==> config.mk <==
export PLATFORM = sky130hd
export DESIGN_NAME = multdiv_iter_unit
export DESIGN_NICKNAME = d
export VERILOG_FILES = /design/src/rtl/multdiv_pkg.sv /design/src/rtl/multdiv_iter_core.sv /design/src/rtl/multdiv_iter_unit.sv
export SDC_FILE = /design/constraint.sdc
export NUM_CORES = 1
export LEC_CHECK = 0
export CAP_MARGIN = 20
export CORE_MARGIN = 10
export CORE_UTILIZATION = 61
export CTS_CLUSTER_DIAMETER = 200
export DETAILED_ROUTE_END_ITERATION = 16
export HOLD_SLACK_MARGIN = 0.05
export PLACE_DENSITY_LB_ADDON = 0.15
export SLEW_MARGIN = 25
export SYNTH_ARGS = -nofsm -noshare
export SYNTH_HDL_FRONTEND = slang
export SYNTH_SLANG_ARGS = --single-unit
==> constraint.sdc <==
create_clock -name clock -period 7.05 [get_ports clock]
set_input_delay 0.705 -clock clock [delete_from_list [all_inputs] [get_ports clock]]
set_output_delay 0.705 -clock clock [all_outputs]
set_load 0.01 [all_outputs]
==> src/rtl/multdiv_pkg.sv <==
// Shared encodings and helpers for the iterative multiply/divide unit.
package multdiv_pkg;

    // Operation select carried on the op input.
    localparam logic OP_MUL = 1'b0;
    localparam logic OP_DIV = 1'b1;

    // Widest operand the abs helper handles; WIDTH must stay below this.
    localparam int MAX_W = 128;

    // Control states of the unit.
    typedef enum logic [1:0] {
        ST_IDLE = 2'd0,
        ST_RUN  = 2'd1,
        ST_DONE = 2'd2
    } state_t;

    // Magnitude of a sign-extended two's complement value. The most negative
    // WIDTH-bit value comes out as the correct unsigned magnitude because the
    // input is sign-extended to MAX_W before negation.
    function automatic logic [MAX_W-1:0] abs_w(input logic [MAX_W-1:0] value);
        return value[MAX_W-1] ? ((~value) + MAX_W'(1)) : value;
    endfunction

endpackage

==> src/rtl/multdiv_iter_core.sv <==
// Shared shift-add / restoring-divide datapath, one radix-2 step per enabled cycle.
module multdiv_iter_core
    import multdiv_pkg::*;
#(
    parameter int WIDTH = 32
) (
    input  logic               clock,
    input  logic               reset,
    input  logic               load_i,
    input  logic               step_i,
    input  logic               op_i,
    input  logic [WIDTH-1:0]   magA_i,
    input  logic [WIDTH-1:0]   magB_i,
    output logic [2*WIDTH-1:0] prod_o,
    output logic [WIDTH-1:0]   quot_o
);

    logic [WIDTH-1:0] hi_q;
    logic [WIDTH-1:0] lo_q;
    logic [WIDTH-1:0] opnd_q;
    logic [WIDTH-1:0] hi_d;
    logic [WIDTH-1:0] lo_d;
    logic [WIDTH-1:0] addend;
    logic [WIDTH:0]   sum;
    logic [WIDTH-1:0] shifted;
    logic [WIDTH:0]   diff;

    // Compute one step: MUL adds the multiplicand when the low multiplier bit is set and
    // shifts the accumulator right; DIV shifts the remainder left and keeps the subtraction
    // only when it does not borrow, shifting the quotient bit into the low half.
    always_comb begin
        addend  = lo_q[0] ? opnd_q : '0;
        sum     = {1'b0, hi_q} + {1'b0, addend};
        shifted = {hi_q[WIDTH-2:0], lo_q[WIDTH-1]};
        diff    = {1'b0, shifted} - {1'b0, opnd_q};
        hi_d    = sum[WIDTH:1];
        lo_d    = {sum[0], lo_q[WIDTH-1:1]};
        if (op_i == OP_DIV) begin
            if (diff[WIDTH]) begin
                hi_d = shifted;
                lo_d = {lo_q[WIDTH-2:0], 1'b0};
            end else begin
                hi_d = diff[WIDTH-1:0];
                lo_d = {lo_q[WIDTH-2:0], 1'b1};
            end
        end
    end

    // The post-step values are exported so the controller can fix up the final result
    // on the same edge that performs the last step.
    assign prod_o = {hi_d, lo_d};
    assign quot_o = lo_d;

    // Load magnitudes at the start of an op, otherwise advance one step when enabled.
    always_ff @(posedge clock or negedge reset) begin
        if (!reset) begin
            hi_q   <= '0;
            lo_q   <= '0;
            opnd_q <= '0;
        end else if (load_i) begin
            hi_q   <= '0;
            lo_q   <= (op_i == OP_DIV) ? magA_i : magB_i;
            opnd_q <= (op_i == OP_DIV) ? magB_i : magA_i;
        end else if (step_i) begin
            hi_q <= hi_d;
            lo_q <= lo_d;
        end
    end

endmodule

==> src/rtl/multdiv_iter_unit.sv <==
// Iterative signed multiply/divide unit with valid/ready handshakes, tag, flush and back-pressure.
module multdiv_iter_unit
    import multdiv_pkg::*;
#(
    parameter int WIDTH = 32,
    parameter int TAG_W = 5
) (
    input  logic             clock,
    input  logic             reset,
    input  logic             in_valid,
    output logic             in_ready,
    input  logic             op,
    input  logic [WIDTH-1:0] operand_a,
    input  logic [WIDTH-1:0] operand_b,
    input  logic [TAG_W-1:0] in_tag,
    input  logic             flush,
    output logic             out_valid,
    input  logic             out_ready,
    output logic [WIDTH-1:0] result,
    output logic [TAG_W-1:0] out_tag,
    output logic             exception,
    output logic             busy
);

    localparam int CNT_W = (WIDTH > 1) ? $clog2(WIDTH) : 1;
    localparam logic [CNT_W-1:0] CNT_LAST = CNT_W'(WIDTH - 1);

    state_t             state_q;
    logic [CNT_W-1:0]   cnt_q;
    logic               start_q;
    logic               op_q;
    logic               sign_q;
    logic               divZero_q;
    logic [WIDTH-1:0]   magA_q;
    logic [WIDTH-1:0]   magB_q;
    logic               outValid_q;
    logic [WIDTH-1:0]   result_q;
    logic [TAG_W-1:0]   outTag_q;
    logic               exc_q;
    logic               busy_q;

    logic               accept;
    logic [MAX_W-1:0]   aExt;
    logic [MAX_W-1:0]   bExt;
    logic [WIDTH-1:0]   magA_d;
    logic [WIDTH-1:0]   magB_d;
    logic               coreLoad;
    logic               coreStep;
    logic [2*WIDTH-1:0] prodMag;
    logic [2*WIDTH-1:0] prodSigned;
    logic [WIDTH:0]     prodTop;
    logic [WIDTH-1:0]   quotMag;
    logic [WIDTH-1:0]   quotSigned;
    logic [WIDTH-1:0]   result_d;
    logic               exc_d;

    assign in_ready = ~flush & ((state_q == ST_IDLE) | ((state_q == ST_DONE) & out_ready));
    assign accept   = in_valid & in_ready;

    assign aExt   = {{(MAX_W-WIDTH){operand_a[WIDTH-1]}}, operand_a};
    assign bExt   = {{(MAX_W-WIDTH){operand_b[WIDTH-1]}}, operand_b};
    assign magA_d = WIDTH'(abs_w(aExt));
    assign magB_d = WIDTH'(abs_w(bExt));

    // The first RUN cycle loads the core from the latched magnitudes; the WIDTH
    // steps follow, which gives the WIDTH+1 cycle accept-to-result latency.
    assign coreLoad = (state_q == ST_RUN) & start_q & ~flush;
    assign coreStep = (state_q == ST_RUN) & ~start_q & ~flush;

    multdiv_iter_core #(.WIDTH(WIDTH)) u_core (
        .clock  (clock),
        .reset  (reset),
        .load_i (coreLoad),
        .step_i (coreStep),
        .op_i   (op_q),
        .magA_i (magA_q),
        .magB_i (magB_q),
        .prod_o (prodMag),
        .quot_o (quotMag)
    );

    assign prodSigned = sign_q ? (-prodMag) : prodMag;
    assign prodTop    = prodSigned[2*WIDTH-1:WIDTH-1];
    assign quotSigned = sign_q ? (-quotMag) : quotMag;

    // Sign fix-up and exception detection; the only positive quotient with its top bit set is MIN/-1.
    always_comb begin
        result_d = prodSigned[WIDTH-1:0];
        exc_d    = ~((&prodTop) | ~(|prodTop));
        if (op_q == OP_DIV) begin
            result_d = quotSigned;
            exc_d    = ~sign_q & quotMag[WIDTH-1];
        end
    end

    // Control FSM with registered outputs; flush overrides everything but reset.
    always_ff @(posedge clock or negedge reset) begin
        if (!reset) begin
            state_q    <= ST_IDLE;
            cnt_q      <= '0;
            start_q    <= 1'b0;
            op_q       <= OP_MUL;
            sign_q     <= 1'b0;
            divZero_q  <= 1'b0;
            magA_q     <= '0;
            magB_q     <= '0;
            outValid_q <= 1'b0;
            result_q   <= '0;
            outTag_q   <= '0;
            exc_q      <= 1'b0;
            busy_q     <= 1'b0;
        end else if (flush) begin
            state_q    <= ST_IDLE;
            start_q    <= 1'b0;
            outValid_q <= 1'b0;
            busy_q     <= 1'b0;
        end else if (accept) begin
            state_q    <= ST_RUN;
            cnt_q      <= '0;
            start_q    <= 1'b1;
            op_q       <= op;
            sign_q     <= operand_a[WIDTH-1] ^ operand_b[WIDTH-1];
            divZero_q  <= (op == OP_DIV) & (operand_b == '0);
            magA_q     <= magA_d;
            magB_q     <= magB_d;
            outTag_q   <= in_tag;
            outValid_q <= 1'b0;
            busy_q     <= 1'b1;
        end else begin
            case (state_q)
                ST_RUN: begin
                    if (start_q) begin
                        start_q <= 1'b0;
                        if (divZero_q) begin
                            state_q    <= ST_DONE;
                            outValid_q <= 1'b1;
                            result_q   <= '0;
                            exc_q      <= 1'b1;
                        end
                    end else begin
                        cnt_q <= cnt_q + CNT_W'(1);
                        if (cnt_q == CNT_LAST) begin
                            state_q    <= ST_DONE;
                            outValid_q <= 1'b1;
                            result_q   <= result_d;
                            exc_q      <= exc_d;
                        end
                    end
                end
                ST_DONE: begin
                    if (out_ready) begin
                        state_q    <= ST_IDLE;
                        outValid_q <= 1'b0;
                        busy_q     <= 1'b0;
                    end
                end
                default: ;
            endcase
        end
    end

    assign out_valid = outValid_q;
    assign result    = result_q;
    assign out_tag   = outTag_q;
    assign exception = exc_q;
    assign busy      = busy_q;

endmodule

==> impl_metrics.yaml, run 1 <==
status:
  status: "complete, no violations"
logic_synthesis:
  synth_area_per_cell_sq_um: 8.118
  ys_types: 95
  seq_area_frac_synth_pct: 29.91
  synth_edf_count: 0
  synth.cell_area_sq_mm: 0.01757
  syn_nets: 2313
  ys_warn_count: 0
  ys_top_cells_by_count: "332 x nand2_1, 236 x o21ai_0, 210 x dfrtp_1"
  yosysMostFrequentCell: "nand2_1"
  synth.area.top_cells: "dfrtp_1 30%, nand2_1 7.1%, o21ai_0 6.7%"
  yosysTopAreaCell: "dfrtp_1"
  synth.top_cell.area_share_pct: 29.91
  ys.flop_type: "dfrtp_1"
  synthArstFlopShare_pct: 100.0
  syn-instance-count: 2164
  ys_seq_elements: 210
detailed_routing:
  viasPerCell: 6.695
  vias: 17507
  wire_per_inst_microns: 22.87
  drtAntennaViolNets: 0
  dr.pass1.iters: 6
  drc: 0
  drt_iter0_drc: 1955
  drt-total-wl_mm: 59.80
setup_path:
  worstPathRequired_ns: 7.46
  rr_endpoint: "exception$_DFFE_PN0P_"
  endpoint_kind: "flop"
  crit_arrival_ns: 7.00
  reg2reg_slack_ns: 0.46
  crit_fanout: 7
  cp-endpoint: "exception$_DFFE_PN0P_"
  critPathKind: "reg -> reg"
  reg2reg_from: "u_core.lo_q[31]$_DFFE_PN0P_"
  ff2ff_path_depth: 23
  startpoint: "u_core.lo_q[31]$_DFFE_PN0P_"
  worstSetupStartpointType: "flop"
die:
  core_area_sq_mm: 0.02855
  num_rows: 62
  io_pins: 116
  die_w_microns: 189.7
  dieHeight_microns: 189.7
  start_util_pct: 61.54
  die_area_sq_mm: 0.03599
cts:
  cts_root_buf: "clkbuf_16"
  cts_inserted_buffers: 24
  clockBufferDepth: 3
  post_cts_buffers: 0
  ctsHoldBuffers: 0
  path_clk_slew_ns: 0.07
  clk_latency_ns: 0.54
  cts_resized: 0
  cts_sinks: 210
  cts_htree_levels: 1
  cts_tree: "yes"
power_and_ir_drop:
  p_leak_nw: 8.376
  combPwrFrac_pct: 68.4
  ir_drop_mv: 0.2408
  swShare_pct: 53.77
  seqPwrFrac_pct: 19.8
  switchingPower_w: 0.006088
  power.internal_w: 0.005235
  clockPowerShare_pct: 11.8
  power.density_mw_per_mm2: 571.2
placement:
  dp_slack_ns: 0.6202
  gp_congestion: 1.068
  dp_hpwl_mm: 45.10
  portBuffers: 115
cells_and_area:
  drive_gt1_share_pct: 7.040
  fin_util_pct: 69.44
  nFillCells: 2348
  area_growth_pct: 12.83
  nets: 2361
global_route:
  grt_pass1_wl_mm: 92.81
  grt_pass1_vias: 16698
  grt_max_degree: 126
  overflow: 0
  track_usage_pct: 32.14
  antenna_found_initial: 4
timing:
  hold_violations: 0
  rsz0062_at_grt: "false"
  slew_headroom_pct: 28.61
  fin_skew_ns: 0.01963
  fin_crit_sh_pct: 93.45
  max_clock_freq_mhz: 151.8
  setup_viol: 0
  slew_violations: 0
  period_needed_ns: 6.588
  tns_ns: 0
  layout_setup_ws_ns: 0.4620
  tightestPinTransition_ns: 1.071
worst_hold_path:
  hp-class: "in -> async"
flow_run:
  drv_cap: 0
-- flip-flops by register name (all words and copies together), names as in the netlist --
| name | cells |
|---|---|
| exception | 1 |
| magA_q | 32 |
| cnt_q | 5 |
| u_core.hi_q | 32 |
| u_core.lo_q | 32 |
| result | 32 |
| op_q | 1 |
| state_q | 2 |
| u_core.opnd_q | 32 |
| out_tag | 5 |
| start_q | 1 |
| magB_q | 32 |
| sign_q | 1 |
| divZero_q | 1 |
| busy | 1 |
-- power groups by stage --
| stage | combinational (W) | sequential (W) | clock [W] |
|---|---|---|---|
| final | 0.00775 | 0.00224 | 0.00134 |
| after global routing | 0.00830 | 0.00230 | 0.00140 |
| after CTS | 0.00750 | 0.00221 | 0.00135 |
| after detailed placement | 0.00744 | 0.00223 | 0 |
| after global placement | 0.00739 | 0.00219 | 0 |
| after floorplan | 0.00534 | 0.00198 | 0 |
-- area by class of cell --
cell class,count,area [sq um],area share [%]
clock buffers,34,679.4,3.427
well taps,384,480.5,2.424
clock inverters,10,158.9,0.8016
flip-flops and latches,210,5263,26.55
inverters,76,285.3,1.439
multi-input cells,1748,11530,58.15
repair buffers,152,1426,7.196
diodes,1,2.502,0.01262
-- critical path, cell delays in order (launching register included) --
cell and delay (ns):
dfrtp_1 0.39, inv_1 0.15, ha_1 0.22, fa_1 0.23, nand2b_1 0.17, a21oi_1 0.12
o21ai_1 0.45, a21bo_1 0.21, a31oi_1 0.14, inv_1 0.16, ha_1 0.25, o2111ai_1 0.19
or4_1 0.64, or2_1 0.28, nor3_1 0.49, o221ai_1 0.25, nor4_1 0.25, nand4_1 0.32
o31ai_1 0.35, xor2_1 0.23, o221ai_1 0.17, or3b_2 0.49, o31ai_1 0.23, nor2_1 0.07
-- layout by cell type, fill, tap and decap left out, types with 14 or more instances in the layout --
master and instances:
or4_1 20, nand2b_1 28, a22o_1 49, nand4_1 23, a21o_1 27, clkbuf_16 25
o21ai_0 236, xnor2_1 46, mux4_2 14, ha_1 72, dfrtp_1 208, mux2_2 18
a211oi_1 15, a31oi_1 25, inv_1 75, nand3_1 44, o211ai_1 14, buf_4 36
clkdlybuf4s50_1 112, or3_1 24, and2_1 46, nor4_1 19, mux2i_1 82, a21oi_1 102
nor3_1 52, o41ai_1 15, nor2_1 94, nand2_1 331, xor2_1 89, o31ai_1 43
and3_1 17
-- cells by family after synthesis --
family | share of synthesized area (%)
adders and majority gates | 5.356
buffers and inverters | 4.622
DFF | 29.91
AOI/OAI and AO/OA | 24.38
and+or+nand+nor | 21.38
muxes | 7.621
xor gates and xnor gates | 6.730
-- how the worst min path moves through the flow --
stage                                                to              startpoint  cells after the start  slack [ns]
after floorplan                        busy$_DFFE_PN0P_                   reset                      0        0.41
after global placement           out_tag[0]$_DFFE_PN0P_  out_tag[0]$_DFFE_PN0P_                      2        0.46
after detailed placement         out_tag[2]$_DFFE_PN0P_  out_tag[2]$_DFFE_PN0P_                      2        0.47
after CTS                   u_core.hi_q[26]$_DFFE_PN0P_                   reset                      1        0.34
after global routing        u_core.hi_q[26]$_DFFE_PN0P_                   reset                      1        0.37
final                     u_core.opnd_q[28]$_DFFE_PN0P_                   reset                      1        0.26
-- metal layers --
metal	share of wire, %	up-vias	track usage [%]
met5	0.055	-	0
li1	-	8026	-
met3	8.7	206	4.577
met1	39	8381	40.57
met4	5.0	4	14.59
met2	47	890	53.72
-- metrics by stage --
step,hold WS [ns],cells,cell area [sq um],total power (W)
2_1_floorplan,0.4094,2164,17570,0.007324
3_3_place_gp,0.4566,2570,18980,0.009582
3_5_place_dp,0.4744,2570,18990,0.009674
4_1_cts,0.3422,2614,19820,0.01106
5_1_grt,0.3731,2614,19820,0.01200
6_report,0.2571,2615,19820,0.01132
Power figures use the tool's default switching activity.
==> run 2: changes to the inputs <==
--- a/config.mk
+++ b/config.mk
@@ -10,7 +10,6 @@
 export CORE_UTILIZATION = 61
 export CTS_CLUSTER_DIAMETER = 200
 export DETAILED_ROUTE_END_ITERATION = 16
-export HOLD_SLACK_MARGIN = 0.05
 export PLACE_DENSITY_LB_ADDON = 0.15
 export SLEW_MARGIN = 25
 export SYNTH_ARGS = -nofsm -noshare
==> results of run 2 <==
No change in the layout: final DEF, timing and power equal those of run 1.
